--- src/rtl/eth_tx_frame_arb.sv ---
// Two-requester Ethernet TX frame arbiter. It owns the header handshake and the
// payload byte stream towards a single eth_axis_tx. Arbitration is round-robin,
// and one frame is carried at a time. Each requester has a counter of completed
// frames.
module eth_tx_frame_arb #(
  parameter int CNT_WIDTH = 16
) (
  input  logic                 clk,
  input  logic                 rst,

  input  logic                 req0_valid,
  output logic                 req0_ack,
  input  logic [47:0]          req0_dest_mac,
  input  logic [47:0]          req0_src_mac,
  input  logic [15:0]          req0_type,
  input  logic [7:0]           req0_tdata,
  input  logic                 req0_tvalid,
  input  logic                 req0_tlast,
  output logic                 req0_tready,

  input  logic                 req1_valid,
  output logic                 req1_ack,
  input  logic [47:0]          req1_dest_mac,
  input  logic [47:0]          req1_src_mac,
  input  logic [15:0]          req1_type,
  input  logic [7:0]           req1_tdata,
  input  logic                 req1_tvalid,
  input  logic                 req1_tlast,
  output logic                 req1_tready,

  output logic                 s_eth_hdr_valid,
  input  logic                 s_eth_hdr_ready,
  output logic [47:0]          s_eth_dest_mac,
  output logic [47:0]          s_eth_src_mac,
  output logic [15:0]          s_eth_type,

  output logic [7:0]           s_eth_payload_axis_tdata,
  output logic                 s_eth_payload_axis_tvalid,
  output logic                 s_eth_payload_axis_tlast,
  output logic                 s_eth_payload_axis_tuser,
  input  logic                 s_eth_payload_axis_tready,

  output logic [1:0]           grant,
  output logic [CNT_WIDTH-1:0] frame_count0,
  output logic [CNT_WIDTH-1:0] frame_count1
);

  typedef enum logic [1:0] {
    IDLE    = 2'd0,
    HDR     = 2'd1,
    PAYLOAD = 2'd2
  } state_t;

  state_t               state_q;
  logic [1:0]           grant_q;
  logic [1:0]           ack_q;
  logic                 last_q;      // index of the requester granted most recently
  logic                 hdr_valid_q;
  logic [47:0]          dest_q;
  logic [47:0]          src_q;
  logic [15:0]          type_q;
  logic [CNT_WIDTH-1:0] cnt0_q;
  logic [CNT_WIDTH-1:0] cnt1_q;

  logic                 winner_d;
  logic [CNT_WIDTH-1:0] cnt0_d;
  logic [CNT_WIDTH-1:0] cnt1_d;
  logic                 pl_active_s;
  logic                 beat_last_s;

  assign req0_ack        = ack_q[0];
  assign req1_ack        = ack_q[1];
  assign grant           = grant_q;
  assign s_eth_hdr_valid = hdr_valid_q;
  assign s_eth_dest_mac  = dest_q;
  assign s_eth_src_mac   = src_q;
  assign s_eth_type      = type_q;
  assign frame_count0    = cnt0_q;
  assign frame_count1    = cnt1_q;
  assign s_eth_payload_axis_tuser = 1'b0;

  // Round-robin pick: on a tie, the requester not served last wins.
  always_comb begin
    winner_d = 1'b0;
    if (req0_valid && req1_valid) begin
      winner_d = ~last_q;
    end else if (req1_valid) begin
      winner_d = 1'b1;
    end else begin
      winner_d = 1'b0;
    end
  end

  // Wrapping increments for the completed-frame counters.
  always_comb begin
    cnt0_d = cnt0_q + CNT_WIDTH'(1);
    cnt1_d = cnt1_q + CNT_WIDTH'(1);
  end

  // Payload path muxed from the granted requester. It is gated off during reset,
  // so no handshake can complete in the reset cycle.
  always_comb begin
    pl_active_s               = (state_q == PAYLOAD) && !rst;
    s_eth_payload_axis_tdata  = 8'h00;
    s_eth_payload_axis_tvalid = 1'b0;
    s_eth_payload_axis_tlast  = 1'b0;
    req0_tready               = 1'b0;
    req1_tready               = 1'b0;
    if (pl_active_s) begin
      if (grant_q[1]) begin
        s_eth_payload_axis_tdata  = req1_tdata;
        s_eth_payload_axis_tvalid = req1_tvalid;
        s_eth_payload_axis_tlast  = req1_tlast;
        req1_tready               = s_eth_payload_axis_tready;
      end else begin
        s_eth_payload_axis_tdata  = req0_tdata;
        s_eth_payload_axis_tvalid = req0_tvalid;
        s_eth_payload_axis_tlast  = req0_tlast;
        req0_tready               = s_eth_payload_axis_tready;
      end
    end else begin
      s_eth_payload_axis_tdata  = 8'h00;
    end
    beat_last_s = s_eth_payload_axis_tvalid && s_eth_payload_axis_tready &&
                  s_eth_payload_axis_tlast;
  end

  // Frame FSM: arbitrate and latch the header, present the header, then stream
  // the payload until its last beat.
  always_ff @(posedge clk) begin
    if (rst) begin
      state_q     <= IDLE;
      grant_q     <= 2'b00;
      ack_q       <= 2'b00;
      last_q      <= 1'b1;
      hdr_valid_q <= 1'b0;
      dest_q      <= 48'h0;
      src_q       <= 48'h0;
      type_q      <= 16'h0;
      cnt0_q      <= '0;
      cnt1_q      <= '0;
    end else begin
      case (state_q)
        IDLE: begin
          ack_q <= 2'b00;
          if (req0_valid || req1_valid) begin
            state_q     <= HDR;
            hdr_valid_q <= 1'b1;
            last_q      <= winner_d;
            if (winner_d) begin
              grant_q <= 2'b10;
              ack_q   <= 2'b10;
              dest_q  <= req1_dest_mac;
              src_q   <= req1_src_mac;
              type_q  <= req1_type;
            end else begin
              grant_q <= 2'b01;
              ack_q   <= 2'b01;
              dest_q  <= req0_dest_mac;
              src_q   <= req0_src_mac;
              type_q  <= req0_type;
            end
          end else begin
            state_q <= IDLE;
          end
        end
        HDR: begin
          ack_q <= 2'b00;
          if (hdr_valid_q && s_eth_hdr_ready) begin
            hdr_valid_q <= 1'b0;
            state_q     <= PAYLOAD;
          end else begin
            state_q <= HDR;
          end
        end
        PAYLOAD: begin
          ack_q <= 2'b00;
          if (beat_last_s) begin
            grant_q <= 2'b00;
            state_q <= IDLE;
            if (grant_q[1]) begin
              cnt1_q <= cnt1_d;
            end else begin
              cnt0_q <= cnt0_d;
            end
          end else begin
            state_q <= PAYLOAD;
          end
        end
        default: begin
          state_q     <= IDLE;
          grant_q     <= 2'b00;
          ack_q       <= 2'b00;
          hdr_valid_q <= 1'b0;
        end
      endcase
    end
  end

endmodule
--- config.mk ---
export PLATFORM = sky130hd
export DESIGN_NAME = eth_tx_frame_arb
export DESIGN_NICKNAME = d
export VERILOG_FILES = /design/src/rtl/eth_tx_frame_arb.sv
export SDC_FILE = /design/constraint.sdc
export NUM_CORES = 1
export LEC_CHECK = 0
export CAP_MARGIN = 10
export CORE_AREA = 2 2 160 162
export CTS_CLUSTER_SIZE = 14
export DETAILED_ROUTE_END_ITERATION = 12
export DIE_AREA = 0 0 162 164
export PLACE_DENSITY = 0.62
export SLEW_MARGIN = 0
export SYNTH_ARGS = -nofsm -noshare
export SYNTH_HDL_FRONTEND = slang
export SYNTH_SLANG_ARGS = --single-unit
--- constraint.sdc ---
create_clock -name clk -period 2.35 [get_ports clk]
set_input_delay 0.705 -clock clk [delete_from_list [all_inputs] [get_ports clk]]
set_output_delay 0.705 -clock clk [all_outputs]
set_load 0.03 [all_outputs]
# Yosys cells after proc, flatten, opt, wreduce, memory -nomap -nowiden

Cells that the tools add are included.

Input bits: 250
Logic and storage cells: 63
Output and inout bits: 162
Flip-flop bits (word level): 152

Bitwise operators: 6
Eq/ne operators: 5
Muxes and demuxes: 26
$add $sub $neg: 2
Reduce and logical (&&, ||, !) cells: 14

Operators with widths:

| cell                                                | number |
|---|---|
| 2-to-1 mux 48 bit                                   | 2 |
| adder 16 x 1 -> 16 bit, second input constant       | 2 |
| 2-to-1 mux 16 bit                                   | 1 |
| 2-to-1 mux 8 bit                                    | 2 |
| 2-to-1 mux 1 bit                                    | 13 |
| one-hot mux 2 bit (3 select lines)                  | 2 |
| AND reduction 3 bit                                 | 4 |
| 2-to-1 mux 2 bit                                    | 5 |
| != test 2 bit, second input constant                | 3 |
| inverter 1 bit                                      | 6 |
| logical AND 1 bit                                   | 5 |
| one-hot mux 1 bit (3 select lines)                  | 1 |
| OR reduction 3 bit                                  | 1 |
| equality test 2 x 1 -> 1 bit, second input constant | 1 |
| equality test 2 bit, second input constant          | 1 |
| zero test 2 bit                                     | 1 |
| AND reduction 2 bit                                 | 1 |
| zero test 1 bit                                     | 1 |
| logical OR 1 bit                                    | 1 |

# Depth between registers and ports, before layout

Gate-level depths: netlist of the first run.

Word-level depth: 7
Depth in mapped cells: 7
Gate-level depth less buffers: 5

# Worst setup path before layout of the first run

No wires, ideal clock.

Kind: flip-flop to output port
From: register grant_q[1], in the netlist grant[1]
To: output s_eth_payload_axis_tdata[1]
Path slack: -0.024 ns
Required time: 1.645 ns
Path buffers: 2
Cell stages (with the launch flop): 5
Arrival time: 1.669 ns
Cells stage by stage: dfxtp_1 buf_2 buf_1 mux2i_1 nor2_1

Word-level cells in the longest chain between the ends: 2

Ends and longest elaborated chain:

| what                     | RTL line | source |
|---|---|---|
| start: declaration       | 55       | `logic [1:0] grant_q;` |
| start signal: assignment | 133      | `grant_q <= 2'b00;` |
| start signal: assignment | 151      | `grant_q <= 2'b10;` |
| start signal: assignment | 157      | `grant_q <= 2'b01;` |
| 2-to-1 mux 8 bit         | 110      | `if (grant_q[1]) begin` |
| 2-to-1 mux 8 bit         | 109      | `if (pl_active_s) begin` |
| end: declaration         | 37       | `output logic [7:0] s_eth_payload_axis_tdata,` |

No other way between the ends.

# Worst setup path in the final report of the first run

From: input s_eth_payload_axis_tready
To: output req1_tready

Word-level cells in the longest chain between the ends: 2

Ends and longest elaborated chain:

| what               | RTL line | source |
|---|---|---|
| start: declaration | 41       | `input logic s_eth_payload_axis_tready,` |
| 2-to-1 mux 1 bit   | 110      |  |
| 2-to-1 mux 1 bit   | 109      |  |
| end: declaration   | 29       | `output logic req1_tready,` |

No other way between the ends.

==> results of run 1 <==
kinds of logic (layout without fill, tap and decap cells):
| family | Yosys count | in the layout | share of synthesized area |
|---|---|---|---|
| multiplexers | 126 | 126 | 0.1832 |
| adder cells (fa/ha/maj) | 2 | 2 | 0.003627 |
| AND/OR/NAND/NOR | 229 | 229 | 0.1560 |
| flip-flops | 152 | 152 | 0.4411 |
| AO/OA/AOI/OAI | 160 | 160 | 0.1605 |
| buffers and inverters | 66 | 506 | 0.04227 |
| XOR/XNOR | 10 | 10 | 0.01270 |
| other | 1 | 1 | 0.0005436 |
state kept, by name (all words and copies together) (netlist names):
signal and count:
grant 2, state_q 2, ack_q 2, last_q 1
s_eth_src_mac 48, frame_count0 16, s_eth_type 16, s_eth_hdr_valid 1
frame_count1 16, s_eth_dest_mac 48
synth_stat cells, drive strengths merged (2+ instances only):
library cell,number,share of area
nand4b,3,0.0038
nor2b,3,0.0027
ha,2,0.0036
inv,5,0.0027
and4,5,0.0063
a21oi,20,0.015
nor3,5,0.0036
nor4,4,0.0036
xor2,3,0.0038
mux2,2,0.0033
nand3,13,0.0094
clkbuf,30,0.016
xnor2,7,0.0089
nand2,15,0.0082
or4,4,0.0049
buf,31,0.023
a21boi,3,0.0033
and2,4,0.0036
dfxtp,152,0.44
or3,13,0.012
nand4,7,0.0063
o21ai,20,0.015
nor2,144,0.078
a211oi,112,0.12
a21o,2,0.0022
mux2i,124,0.18
final timing paths:
path,startpoint,end,slack [ps]
max,s_eth_payload_axis_tready,req1_tready,50
min reg2reg,grant[0],grant[0],470
min,grant[0],grant[0],470
max reg2reg,frame_count1[4],frame_count1[13],410
routing by layer:
layer / vias to the layer above / wire (um)
met1: 3126 / 9641
met2: 248 / 12180
met5: - / 0
met3: 29 / 1575
li1: 3573 / -
met4: 0 / 539
placed cells by master (no fill, tap or decap), types with 2 or more instances in the layout:
cell type and count:
o21ai_0 20, dfxtp_1 151, xnor2_1 7, and4_1 5, buf_4 58, buf_12 12, xor2_1 3, clkinvlp_4 2
clkdlybuf4s50_1 387, nor3_1 5, a21oi_1 20, nand4b_1 3, buf_6 3, and2_1 4, mux2i_1 124, ha_1 2
or3_1 13, bufinv_16 2, clkinv_4 3, a211oi_1 112, a21boi_0 2, or4_1 3, nand4_1 7, nor2b_1 3
nor4_1 4, nand2_1 15, nor2_2 5, inv_1 5, inv_6 4, nand3_1 13, mux2_2 2, nor2_1 138
dlymetal6s2s_1 8, clkbuf_16 17, a21o_1 2
power groups by stage:
stage | clock [mW] | sequential (mW) | combinational (mW)
after floorplan | 0 | 3.49 | 0.717
after global placement | 0 | 3.01 | 2.43
after detailed placement | 0 | 3.02 | 2.44
after CTS | 2.83 | 2.97 | 2.44
after global routing | 2.94 | 3.00 | 2.56
final | 2.74 | 2.96 | 2.41
timing repair:
action / in CTS / in global routing
cloned: 0 / 0
resized for setup: 5 / 13
setup endpoints to repair: 9 / 16
pin swaps: 0 / 2
buffers inserted: 0 / 1
final cells by class:
class | count | area (um^2)
Clock buffer | 19 | 442.9
Clock inverter | 12 | 141.4
Fill cell | 2376 | 12460
Inverter | 5 | 18.77
Multi-Input combinational cell | 528 | 3595
Sequential cell | 152 | 3044
Tap cell | 330 | 412.9
Timing Repair Buffer | 470 | 4703
through the flow:
step | setup TNS [ps] | utilization
5_1_grt | -32.53 | 0.4979
2_1_floorplan | -162.3 | -
6_report | 0 | 0.4979
3_3_place_gp | -4297 | 0.4726
4_1_cts | 0 | 0.4962
3_5_place_dp | -5670 | 0.4726
==> flow_summary.yaml, run 1 <==
placement:
  dpl.cell_count: 1484
  dp_hpwl_mm: 19.02
  port_buffers: 410
  place_ws_ps: -321.1
  placed_area_um2: 11730
  place_congestion: 0.7914
logic_synthesis:
  synth_area_per_cell_um2: 9.246
  synth.distinct_cells: 43
  ys_warn_count: 0
  synth-seq-cells: 152
  syn-num-nets: 998
  synth_area_um2: 6898
  synth_edf_count: 0
  synthFlopType: "dfxtp_1"
  ys_seq_area_frac: 0.4411
  netlist_instances: 746
  async_flop_share: 0
routing:
  ant_nets: 0
  routedWlPerCell_um: 15.79
  drc_errors: 0
  drt_iter0_drc: 265
  vias: 6976
  drtPass1Iterations: 4
  drt-vias-per-instance: 4.602
  wirelength_mm: 23.94
setup_path:
  critical-path-top-delay-family: "buffers and inverters"
  critPathLaunchType: "input pin"
  critical-path-slowest-cell: "and4bb_2"
  critical_path_class: "input pin to output port"
  critical_path.endpoint_type: "output port"
  crit_required_ps: 1640
  r2r_cells: 5
  critPathMaxFanout: 3
  path_cells: "clkdlybuf4s15_2 -> buf_4 -> and4bb_2 -> and2_1 -> buf_6"
  arrival_ps: 1590
  critical_path_buf_inv_count: 3
  path_depth: 5
  max_stage_delay_ps: 240
final_layout:
  fin_area_um2: 12360
  area.growth.synth_to_final_pct: 79.16
  final_cells: 1516
  insertedDiodeCount: 0
  nNetsFinal: 1426
  drive_gt1_frac: 0.1012
clock_network:
  cts_hold_buf: 0
  cts_max_level: 4
  cts_sinks: 152
  insertion_delay_ps: 420
  cts_buffers: 17
  clockRootBuffer: "clkbuf_16"
  cts_tree: "done"
  clockBufferDepth: 2
  clk_pin_slew_worst_paths_ps: 60
grt:
  use_met2: 0.3093
  gr-usage-met1: 0.1991
  grt.total_usage: 0.1723
  grt_pass1_wl_mm: 35.89
  grt.overflow.total: 0
  grt_max_degree: 91
  antenna_found_initial: 0
  grt_use_met3: 0.04293
  top_usage_layer: "met2"
  grt_pass1_vias: 6716
pwr:
  switching_share: 0.3063
  finalPower_mw: 8.118
  p_leak_nw: 4.743
  intPower_mw: 5.632
  p_seq_frac: 0.365
  pwr-share-clk: 0.338
  ir_worst_vdd_mv: 0.4359
  power_density_nw_per_um2: 656.9
  power_switching_mw: 2.486
  p_comb_frac: 0.297
floorplan:
  rows: 58
  ioPinCount: 412
  core_region_area_um2: 24820
  die_x_um: 162
  dieArea_um2: 26570
  chipHeight_um: 164
  start_util: 0.2779
timing:
  finalHoldViolCount: 0
  max_slew.worst_pin.slew_ps: 968.2
  finalSetupViolCount: 0
  fin_skew_ps: 10.40
  hold_ws_ps: 470.5
  slew_headroom: 0.3546
  fin_crit_sh: 0.9785
  maxClockFrequency_mhz: 434.9
  fin_crit_ps: 2299
  layout_setup_ws_ps: 50.58
  finalMaxSlewViolations: 0
flow_run:
  cap_violations: 0
run_status:
  outcome: "finished, final reports clean"
min_path:
  holdPathStages: 1
  hp-class: "register to register"
Note: power is estimated with default switching activity, not from simulation.
==> inputs of run 2 (changes only) <==
- CORE_AREA: 2 2 160 162 -> unset
- CORE_ASPECT_RATIO: unset -> 2
- CORE_MARGIN: unset -> 2
- CORE_UTILIZATION: unset -> 25
- DIE_AREA: 0 0 162 164 -> unset
- PLACE_DENSITY: 0.62 -> 0.56
==> flow_summary.yaml, run 2 (synthesis gave the netlist of run 1 again) <==
run_status:
  outcome: "finished, final reports clean"
setup_path:
  critical_path_class: "input pin to output port"
  critical_path.endpoint_type: "output port"
  arrival_ps: 1600
  critPathLaunchType: "input pin"
  path_cells: "dlygate4sd2_1 -> and4bb_2 -> and2_1 -> buf_4"
  max_stage_delay_ps: 290
  critical-path-slowest-cell: "dlygate4sd2_1"
  crit_required_ps: 1640
  critPathMaxFanout: 3
grt:
  grt.overflow.total: 0
  antenna_found_initial: 0
  grt_max_degree: 83
  grt_pass1_wl_mm: 37.38
  grt_pass1_vias: 6940
  grt.total_usage: 0.1681
pwr:
  power_density_nw_per_um2: 673.9
  p_leak_nw: 4.792
  ir_worst_vdd_mv: 0.4643
  finalPower_mw: 8.361
routing:
  drc_errors: 0
  drtPass1Iterations: 4
  routedWlPerCell_um: 16.32
  drt_iter0_drc: 283
  drt-vias-per-instance: 4.622
  vias: 7122
  wirelength_mm: 25.15
  ant_nets: 0
final_layout:
  nNetsFinal: 1428
  final_cells: 1541
  fin_area_um2: 12410
  fin_util: 0.4539
  drive_gt1_frac: 0.1034
  fillCellCount: 2695
  final_common_cell: "clkdlybuf4s50_1"
  area.growth.synth_to_final_pct: 79.87
  insertedDiodeCount: 0
  final_cell_mix: "clkdlybuf4s50_1, dfxtp_1, nor2_1, mux2i_1, a211oi_1"
placement:
  dpl.cell_count: 1507
  placed_area_um2: 11710
  dp_hpwl_mm: 20.30
  place_ws_ps: -378.4
  port_buffers: 410
  place_congestion: 0.8651
timing:
  fin_skew_ps: 8.796
  finalHoldViolCount: 0
  max_slew.worst_pin.slew_ps: 770.9
  slew_headroom: 0.4860
  finalSetupViolCount: 0
  finalMaxSlewViolations: 0
  layout_setup_ws_ps: 45.69
  rsz0062_at_grt: "no"
  maxClockFrequency_mhz: 434.0
  fin_crit_sh: 0.9806
  fin_crit_ps: 2304
floorplan:
  core_region_area_um2: 27330
  ioPinCount: 412
  rows: 86
  die_x_um: 121.5
  chipHeight_um: 238.9
  dieArea_um2: 29020
  start_util: 0.2524
flow_run:
  cap_violations: 0
clock_network:
  insertion_delay_ps: 430
  clockBufferDepth: 2
  clk_pin_slew_worst_paths_ps: 60
  clockRootBuffer: "clkbuf_16"
  cts_buffers: 17
  cts_hold_buf: 0
  cts_max_level: 4
  cts_tree: "done"
  cts_sinks: 152
min_path:
  hp-class: "register to register"
run 2: changes by cell type in the layout (fill, tap and decap cells not counted), moves of 3 or more:
| cell | before | now |
|---|---|---|
| dlygate4sd2_1 | 1 | 5 |
| clkdlybuf4s50_1 | 387 | 384 |
| buf_12 | 12 | 8 |
| buf_4 | 58 | 65 |
run 2: worst max-delay path: cells and delay by family:
| family | cells | cell delay [ps] |
|---|---|---|
| buffers and inverters | 2 | 450 |
| and+or+nand+nor | 2 | 440 |
run 2: final timing paths:
path | end | depth (start not counted) | slack [ps] | from
min reg2reg | grant[0] | 1 | 470 | grant[0]
max reg2reg | frame_count0[15] | 5 | 400 | state_q[0]
max | req1_tready | 4 | 50 | s_eth_payload_axis_tready
min | grant[0] | 1 | 470 | grant[0]
run 2: metal layers:
layer,global-route usage,vias up,share of wire
met5,0,-,0
met4,0.06722,0,0.029
met3,0.06608,33,0.11
met2,0.2882,366,0.47
met1,0.1837,3149,0.39
li1,-,3574,-
run 2: per-stage QoR:
stage	hold WS [ps]	setup TNS, ps
CTS	463.3	0
floorplan	475.6	-162.3
detailed placement	444.2	-6581
finish	467.5	0
global route	493.7	0
global placement	441.2	-4886
run 2: final cells by class:
| type | instances | area, um^2 | area share |
|---|---|---|---|
| clock inverter | 12 | 188.9 | 0.01523 |
| clock buffer | 20 | 466.7 | 0.03762 |
| multi-input combinational | 529 | 3601 | 0.2902 |
| sequential | 152 | 3044 | 0.2454 |
| inverter | 5 | 18.77 | 0.001513 |
| tap | 352 | 440.4 | 0.03550 |
| timing repair buffer | 471 | 4647 | 0.3745 |
run 2: repair_timing:
item,in CTS,in global routing
gates resized for setup,7,11
cloned,0,1
endpoints found under the hold margin,0,0
endpoints found under the setup margin,16,16
pin swaps,1,1
setup buffers,1,0
run 2: power by group:
| part | internal, mW | switching [mW] |
|---|---|---|
| Clock | 1.88 | 1.11 |
| Combinational | 1.18 | 1.22 |
| Sequential | 2.83 | 0.140 |
| Total | 5.89 | 2.48 |
